===== config.mk =====
export PLATFORM = sky130hd
export DESIGN_NAME = segre_icache
export DESIGN_NICKNAME = d
export VERILOG_FILES = /design/src/rtl/segre_icache.sv
export SDC_FILE = /design/constraint.sdc
export NUM_CORES = 1
export LEC_CHECK = 0
export ABC_AREA = 0
export ABC_CLOCK_PERIOD_IN_PS = 52400
export CORE_ASPECT_RATIO = 0.75
export CORE_MARGIN = 2
export CORE_UTILIZATION = 35
export CTS_BUF_LIST = sky130_fd_sc_hd__clkbuf_16
export CTS_CLUSTER_SIZE = 16
export DETAILED_ROUTE_END_ITERATION = 8
export GPL_TIMING_DRIVEN = 0
export HOLD_SLACK_MARGIN = 0.06
export PLACE_DENSITY_LB_ADDON = 0.15
export REMOVE_ABC_BUFFERS = 1
export SLEW_MARGIN = 20
export SYNTH_ARGS = -nofsm -noshare
export SYNTH_HDL_FRONTEND = slang
export SYNTH_SLANG_ARGS = --single-unit

===== constraint.sdc =====
create_clock -name clk_i -period 52.4 [get_ports clk_i]
set_input_delay 13.1 -clock clk_i [delete_from_list [all_inputs] [get_ports clk_i]]
set_output_delay 13.1 -clock clk_i [all_outputs]
set_load 0.005 [all_outputs]

===== src/rtl/segre_icache.sv =====
// segre_icache: direct-mapped, read-only instruction cache.
// The fetch lookup is combinational. A miss latches the line address,
// requests the whole line from memory, writes it and returns to LOOKUP,
// where the held fetch then hits.
//
// Memory handshake: mem_rd_o is high for every MISS cycle, and mem_addr_o
// holds the latched line address for that whole time. The cycle in which
// mem_ready_i is sampled high completes the transfer, and mem_rdata_i is
// captured in that same cycle. mem_ready_i has no effect in any other state.
module segre_icache #(
  parameter int ADDR_SIZE  = 32,
  parameter int WORD_SIZE  = 32,
  parameter int LINE_WORDS = 4,
  parameter int NUM_LINES  = 4
) (
  input  logic                            clk_i,
  input  logic                            rsn_i,
  input  logic                            fetch_valid_i,
  input  logic [ADDR_SIZE-1:0]            fetch_addr_i,
  output logic                            ic_hit_o,
  output logic [WORD_SIZE-1:0]            instr_o,
  input  logic                            invalidate_i,
  output logic                            mem_rd_o,
  output logic [ADDR_SIZE-1:0]            mem_addr_o,
  input  logic                            mem_ready_i,
  input  logic [LINE_WORDS*WORD_SIZE-1:0] mem_rdata_i,
  output logic [31:0]                     miss_count_o,
  output logic [1:0]                      dbg_state_o
);

  localparam int OFF_W  = $clog2(LINE_WORDS);
  localparam int IDX_W  = $clog2(NUM_LINES);
  localparam int LSB_W  = OFF_W + 2;
  localparam int TAG_W  = ADDR_SIZE - IDX_W - LSB_W;
  localparam int LINE_W = LINE_WORDS * WORD_SIZE;

  typedef enum logic [1:0] {
    S_LOOKUP = 2'd0,
    S_MISS   = 2'd1,
    S_REFILL = 2'd2
  } state_t;

  state_t                 r_state;
  logic [NUM_LINES-1:0]   r_valid;
  logic [TAG_W-1:0]       r_tag  [NUM_LINES];
  logic [LINE_W-1:0]      r_data [NUM_LINES];
  logic [LINE_W-1:0]      r_line_buf;
  logic [ADDR_SIZE-1:0]   r_miss_addr;
  logic                   r_drop;
  logic [31:0]            r_miss_count;

  logic [OFF_W-1:0]       w_word_sel;
  logic [IDX_W-1:0]       w_index;
  logic [TAG_W-1:0]       w_tag;
  logic                   w_hit;
  logic [LINE_W-1:0]      w_line;
  logic [IDX_W-1:0]       w_miss_idx;
  logic [TAG_W-1:0]       w_miss_tag;
  logic [1:0]             w_unused_bits;

  // Fetch address split into word select, index and tag.
  assign w_word_sel    = fetch_addr_i[LSB_W-1:2];
  assign w_index       = fetch_addr_i[LSB_W +: IDX_W];
  assign w_tag         = fetch_addr_i[ADDR_SIZE-1 -: TAG_W];
  assign w_unused_bits = fetch_addr_i[1:0];

  // The latched line address also carries the index and tag of the refill.
  assign w_miss_idx = r_miss_addr[LSB_W +: IDX_W];
  assign w_miss_tag = r_miss_addr[ADDR_SIZE-1 -: TAG_W];

  // Combinational lookup of the indexed line.
  assign w_line  = r_data[w_index];
  assign w_hit   = r_valid[w_index] && (r_tag[w_index] == w_tag);
  assign instr_o = w_line[w_word_sel*WORD_SIZE +: WORD_SIZE];

  // Outside LOOKUP the IF stage is always held.
  assign ic_hit_o     = (r_state == S_LOOKUP) ? (!fetch_valid_i || w_hit) : 1'b0;
  assign mem_rd_o     = (r_state == S_MISS);
  assign mem_addr_o   = (r_state == S_MISS) ? r_miss_addr : '0;
  assign miss_count_o = r_miss_count;
  assign dbg_state_o  = r_state;

  // Control FSM: state, valid bits, drop flag, miss address and miss counter.
  always_ff @(posedge clk_i or negedge rsn_i) begin
    if (!rsn_i) begin
      r_state      <= S_LOOKUP;
      r_valid      <= '0;
      r_drop       <= 1'b0;
      r_miss_count <= '0;
      r_miss_addr  <= '0;
    end else begin
      case (r_state)
        S_LOOKUP: begin
          if (invalidate_i) r_valid <= '0;
          if (fetch_valid_i && !w_hit) begin
            r_miss_addr  <= {fetch_addr_i[ADDR_SIZE-1:LSB_W], {LSB_W{1'b0}}};
            r_miss_count <= r_miss_count + 32'd1;
            r_state      <= S_MISS;
          end
        end
        S_MISS: begin
          // An invalidate while the line is in flight makes that line stale too.
          if (invalidate_i) begin
            r_valid <= '0;
            r_drop  <= 1'b1;
          end
          if (mem_ready_i) r_state <= S_REFILL;
        end
        S_REFILL: begin
          if (invalidate_i) r_valid <= '0;
          else              r_valid[w_miss_idx] <= !r_drop;
          r_drop  <= 1'b0;
          r_state <= S_LOOKUP;
        end
        default: r_state <= S_LOOKUP;
      endcase
    end
  end

  // Data path: the line buffer, data array and tags carry no reset; they are
  // qualified by the valid bits.
  always_ff @(posedge clk_i) begin
    if (r_state == S_MISS && mem_ready_i) r_line_buf <= mem_rdata_i;
    if (r_state == S_REFILL) begin
      r_data[w_miss_idx] <= r_line_buf;
      r_tag[w_miss_idx]  <= w_miss_tag;
    end
  end

endmodule


-- Word-level counts from Yosys, hierarchy flattened
Memories as Yosys holds them, arrays and structs flattened.
Cells that the tools add are included.
W data, S select, Z words.
- output and inout port bits: 100
- input bits: 165
- memories kept: 2
- word-level logic and storage cells: 53
- register bits: 195
- bits in writable memories: 616
- reduce and logical (&&, ||, !) cells: 16
- shift-type cells: 1
- add/subtract/negate cells: 1
- equal/unequal tests: 7
- order comparisons: 3
- multiplexer cells: 17
- memories (memory ; words ; bits a word ; rd ports ; clocked after Yosys merged registers in ; wr ports ; line ; RTL):
    r_data ; 4 ; 128 ; 1 ; 0 ; 1 ; 46 ; logic [LINE_W-1:0] r_data [NUM_LINES];
    r_tag ; 4 ; 26 ; 1 ; 0 ; 1 ; 45 ; logic [TAG_W-1:0] r_tag [NUM_LINES];
- operators with widths (operator ; number):
    $shiftx A128 B8 Y32 ; 1
    $add A32 B1 Y32 const B ; 1
    $mux W32 ; 1
    $eq A26 B26 Y1 ; 1
    $mux W4 ; 2
    $pmux W4 S2 ; 1
    $reduce_and A2 Y1 ; 4
    $lt A2 B3 Y1 const B ; 2
    $mux W1 ; 6
    $ne A2 B1 Y1 const B ; 3
    $bwmux W4 ; 1
    $logic_and A1 B1 Y1 ; 4
    $mux W2 ; 2
    $pmux W2 S2 ; 1
    $reduce_bool A2 Y1 ; 2
    $logic_not A1 Y1 ; 3
    $bmux W1 S2 ; 1
    $demux W1 S2 ; 1
    $eq A2 B1 Y1 const B ; 1
    $eq A2 B2 Y1 const B ; 1
    $ge A2 B1 Y1 const B ; 1
    $logic_not A2 Y1 ; 1
    $ne A2 B2 Y1 const B ; 1
    $pmux W1 S2 ; 1
    other kinds (2) ; 2

-- Longest topological paths before layout
- depth in word-level cells: 7
- gate-level depth with buffers: 12
- mapped depth without buffers: 8

-- Worst setup path after synthesis
No wires, ideal clock.
- path kind: input-to-output
- start point: in fetch_addr_i[5]
- end point: out instr_o[0]
- required time: 39.300 ns
- arrival time: 15.353 ns
- cell stages on the path: 7
- path slack: 23.947 ns
- buffers on the path: 5
- cells stage by stage: buf_2 -> buf_1 -> buf_2 -> clkbuf_1 -> clkbuf_1 -> mux4_2 -> mux4_2
- longest elaborated chain between the ends: 2
- RTL lines (item ; line ; RTL):
    from (decl) ; 19 ; input logic [ADDR_SIZE-1:0] fetch_addr_i,
    $mem_v2 Z4 W128 ; - ;
    $shiftx A128 B8 Y32 ; 74 ; assign instr_o = w_line[w_word_sel*WORD_SIZE +: WORD_SIZE];
    to (decl) ; 21 ; output logic [WORD_SIZE-1:0] instr_o,
No other way between the ends.

-- Worst setup path after layout
- start point: in fetch_addr_i[4]
- end point: out ic_hit_o
- longest elaborated chain between the ends: 5
- elaborated cells on any way between the ends: 7
- classes of those cells: 1 x eq/ne; 3 x mux; 2 x reduce/logical; 1 x memory
- RTL lines (item ; line ; RTL):
    $mem_v2 Z4 W26 / $bmux W1 S2 (equally long branches) ; - ;
    $eq A26 B26 Y1 / $mux W1 (equally long branches) ; 73 ; assign w_hit = r_valid[w_index] && (r_tag[w_index] == w_tag);
    $logic_and A1 B1 Y1 (*) ; 73 ;
    $logic_or A1 B1 Y1 (*) ; 77 ; assign ic_hit_o = (r_state == S_LOOKUP) ? (!fetch_valid_i || w_hit) : 1'b0;
    $mux W1 (*) ; 77 ;
    to (decl) ; 20 ; output logic ic_hit_o,
Every way passes the cells marked *; elsewhere a longest branch is shown, timed or not. The select of a mux whose other input is x is not followed.

==> results <==
- The flow ran to the end, and the final reports show no timing, DRC or antenna violations.
- The cell internal power dissipation is 1.20 mW.
- The count of nets left with antenna violations once routing finished came out at 0.
- For the worst-skew pair, the clock arrives at the later sink with an insertion delay of 0.64 ns.
- The synthesized design contains 811 register bits.
- After detailed routing, the number of vias per cell comes to 4.82.
- Counting I/O delays and the setup requirement, the final critical path takes 30.45 ns.
- Hold timing on the final database bottoms out at a slack of 0.476 ns.
- The number of rows created at floorplan is 93.
- Counting distinct cell types in the post-synthesis netlist gives 47.
- The synthesized netlist cell count is 1360.
- The H-tree was split into 3 levels.
- The leakage dissipation is 12.7 nW.
- The launching element type of the critical path is an input pin.
- The total power per unit cell area is 41.0 nW/µm².
- Setup repair after global routing left no endpoint under its margin.
- Max-cap violations in this run came to 0.
- The count of vias placed by the detailed router is 14.2k.
- In the post-route analysis, the smallest setup slack over all paths is 21.95 ns.
- The first detailed-routing pass ran for 5 iterations.
- The total of cells resized after clock tree synthesis is 0.
- In the final timing run, aggregate negative setup slack is 0 ns.
- The aggregate global-route resource usage is 0.146.
- The pin count of the biggest net entering global routing is 75.
- For this run, the post-layout net count is 1908.
- The die height is 260 µm.
- The number of antenna violations at the first check in global routing is 5.
- The maximum achievable frequency is 32.8 MHz.
- The part of the total power dissipated in the clock network is 0.371.
- The buffer levels on the longest clock path is 3.
- The die extent in x is 345 µm.
- The highest fanout seen on the critical path is 55.
- After detailed routing, the total wire length is 65400 µm.
- The cell area after synthesis is 30500 µm².
- The number of buffers inserted for hold repair after clock tree synthesis is 0.
- The number of warnings issued by yosys is 0.
- For this design the top-level I/O count stands at 265.
- The first global-routing pass estimated 97500 µm of wire.
- The hold violation total from the final report came to 0.
- The remaining max-slew budget at the tightest pin is 0.275.
- The most numerous cell in the Yosys netlist is sky130_fd_sc_hd__edfxtp_1.
- For this design the total switching power over the nets is 359 µW.
- The share of power burned in registers is 0.525.
- The die covers 89500 µm².
- After clock tree synthesis, the setup repair step added 0 buffers.
- The number of sinks on the clock net is 811.
- The kind of end point of the critical path is a primary output.
- In this run, synthesis inferred 744 flip-flops with an integrated enable.
- The routability congestion estimate is 0.740.
- OpenSTA, run right after detailed placement, puts the worst setup slack at 22.04 ns.
- The placed wire-length estimate is 41700 µm.
- The root buffer cell chosen for the clock tree is sky130_fd_sc_hd__clkbuf_16.
- The routed wire length per instance is 22.2 µm.
- Clock-pin slew was measured on the worst setup and hold paths at 0.06 ns.
- The data required time at the worst endpoint is 39.30 ns.
- The share of the Yosys chip area taken by registers is 0.788.
- The via count of the first global-routing pass was 15.4k.
- The number of clock buffers added by TritonCTS is 83.
- The growth of design area from synthesis to finish is 24.6%.
- After global routing the overflow that remains totals 0.
- The detailed router's first-iteration violation count is 921.
- The switching part of the total is 0.231.
- The maximum ir drop on the vdd rail is 0.0244 mV.
- The fraction of power consumed by combinational cells is 0.104.
- The final critical-path share of the clock period is 0.581.
- The dominant register cell in the synthesized netlist is sky130_fd_sc_hd__edfxtp_1.
- The leading area contributor after synthesis is sky130_fd_sc_hd__edfxtp_1.
- The total count of max-transition violations in the final report is 0.
- The initial utilization of the core area, before any placement, comes to 0.354.
- The area of the core region is 86100 µm².
- The area share of the leading cell type in the synthesized netlist is 0.733.
- The remaining routing DRC violations is 0.
- The share of synthesized registers carrying an async set or reset is 0.0826.
- The average cell area after synthesis is 22.4 µm².
- For the pin with the worst max-slew slack, the measured transition is 1.09 ns.
- Yosys attributes the largest share of cell area to sky130_fd_sc_hd__edfxtp_1 73%, sky130_fd_sc_hd__mux4_2 13%, sky130_fd_sc_hd__dfrtp_1 5.5%.
- In the final layout, the share of cells above drive strength 1 is 0.221.
- The class of the worst hold path is reg2reg.
- Clock skew on the completed layout was measured at 0.0318 ns.
- Setup violations remaining at the end of the flow were counted as 0.
- By count the netlist is led by 744 x sky130_fd_sc_hd__edfxtp_1, 174 x sky130_fd_sc_hd__mux4_2, 67 x sky130_fd_sc_hd__dfrtp_1.
- Buffers placed on the I/O ports in this run total 258.
- For the worst setup path, the data arrival time is 17.35 ns.
- The critical setup path kind is in2out.
- The clock tree from TritonCTS is built.
- The filler cell count in the final layout is 7419.
## sequential cells by signal, indices dropped and copies added (netlist names)
register and count:
miss_count_o 32, r_valid 4, r_miss_addr 28, r_line_buf 128, r_drop 1, dbg_state_o 2, r_data 512, r_tag 104
## area by class of cell
cell class                 instances  area, µm²  area share
tap                             1140       1430      0.0376
clock buffer                      85       2130      0.0560
multi-input combinational        478       6130       0.161
sequential                       811      24000       0.632
clock inverter                    67        552      0.0145
antenna                            2       5.00    0.000132
timing repair buffer             355       3670      0.0967
inverter                          13       48.8     0.00128
## per-layer routing
metal  part of all wire  track usage  up-vias
met5            0.00041            0        -
met3              0.040       0.0274      108
met4              0.022       0.0439        4
li1                   -            -     6356
met2               0.50        0.245      254
met1               0.44        0.195     7501
## power by group through the flow
stage	sequential, mW	combinational (mW)	clock (mW)
2_1_floorplan	0.831	0.0694	0
3_3_place_gp	0.853	0.166	0
4_1_cts	0.817	0.167	0.597
6_report	0.817	0.162	0.576
5_1_grt	0.824	0.175	0.621
3_5_place_dp	0.830	0.166	0
## cell families after synthesis
kind of cell / count (synthesis) / synth area share
other cells: 1 / 0.000123
xor+xnor: 54 / 0.0155
simple gates: 148 / 0.0246
mux: 237 / 0.151
compound gates: 34 / 0.00821
fa+ha+maj: 1 / 0.000410
flops: 811 / 0.788
buf+inv: 74 / 0.0123
## through the flow
| step | instance area [µm²] | util | power, mW | std cells |
|---|---|---|---|---|
| after floorplan | 30200 | - | 0.900 | 1302 |
| after global placement | 34200 | 0.397 | 1.02 | 2700 |
| after detailed placement | 35300 | 0.410 | 0.997 | 2797 |
| after CTS | 38000 | 0.441 | 1.58 | 2949 |
| after global routing | 38000 | 0.441 | 1.62 | 2951 |
| final | 38000 | 0.441 | 1.56 | 2951 |
## cell usage in the layout, fill, tap and decap left out, types with 3 or more instances in the layout
| master | synthesis | final |
|---|---|---|
| sky130_fd_sc_hd__clkdlybuf4s50_1 | 0 | 253 |
| sky130_fd_sc_hd__xor2_1 | 32 | 32 |
| sky130_fd_sc_hd__inv_1 | 12 | 31 |
| sky130_fd_sc_hd__nor2_1 | 19 | 18 |
| sky130_fd_sc_hd__nand3_1 | 17 | 17 |
| sky130_fd_sc_hd__bufinv_16 | 0 | 7 |
| sky130_fd_sc_hd__and3_1 | 5 | 4 |
| sky130_fd_sc_hd__clkbuf_16 | 0 | 85 |
| sky130_fd_sc_hd__and2_1 | 31 | 30 |
| sky130_fd_sc_hd__edfxtp_1 | 744 | 744 |
| sky130_fd_sc_hd__nor3_1 | 19 | 19 |
| sky130_fd_sc_hd__dfrtp_1 | 67 | 67 |
| sky130_fd_sc_hd__mux2_1 | 28 | 28 |
| sky130_fd_sc_hd__nor4_1 | 8 | 7 |
| sky130_fd_sc_hd__mux2i_1 | 34 | 34 |
| sky130_fd_sc_hd__nand2_1 | 35 | 35 |
| sky130_fd_sc_hd__buf_12 | 0 | 7 |
| sky130_fd_sc_hd__nand4_1 | 5 | 5 |
| sky130_fd_sc_hd__conb_1 | 1 | 4 |
| sky130_fd_sc_hd__nor2b_1 | 3 | 3 |
| sky130_fd_sc_hd__xnor2_1 | 22 | 22 |
| sky130_fd_sc_hd__buf_16 | 0 | 19 |
| sky130_fd_sc_hd__buf_4 | 6 | 30 |
| sky130_fd_sc_hd__o21ai_0 | 10 | 10 |
| sky130_fd_sc_hd__buf_2 | 15 | 44 |
| sky130_fd_sc_hd__clkinv_1 | 1 | 17 |
| sky130_fd_sc_hd__a21oi_1 | 5 | 5 |
| sky130_fd_sc_hd__mux4_2 | 174 | 174 |
| sky130_fd_sc_hd__clkinv_2 | 0 | 15 |
## worst paths after layout
check	cells after the start	to	start	slack, ns
max	11	ic_hit_o	fetch_addr_i[4]	21.95
min	1	miss_count_o[31]	miss_count_o[31]	0.48
max reg2reg	9	r_miss_addr[28]	r_tag[3][0]	48.29
min reg2reg	1	miss_count_o[31]	miss_count_o[31]	0.48
max in group asynchronous	2	r_miss_addr[14]	rsn_i	39.43
min in group asynchronous	1	r_miss_addr[24]	rsn_i	12.38
## worst max-delay path: stages
cell and delay [ns]:
sky130_fd_sc_hd__buf_8 0.16, sky130_fd_sc_hd__buf_16 0.38, sky130_fd_sc_hd__buf_16 0.40, sky130_fd_sc_hd__mux4_2 0.58, sky130_fd_sc_hd__xnor2_1 0.19, sky130_fd_sc_hd__nand3_1 0.10
sky130_fd_sc_hd__a2111oi_1 0.93, sky130_fd_sc_hd__nand4_1 0.40, sky130_fd_sc_hd__o21ai_0 0.25, sky130_fd_sc_hd__and2_1 0.17, sky130_fd_sc_hd__clkdlybuf4s50_1 0.51
Note: power is estimated with default switching activity, not from simulation.
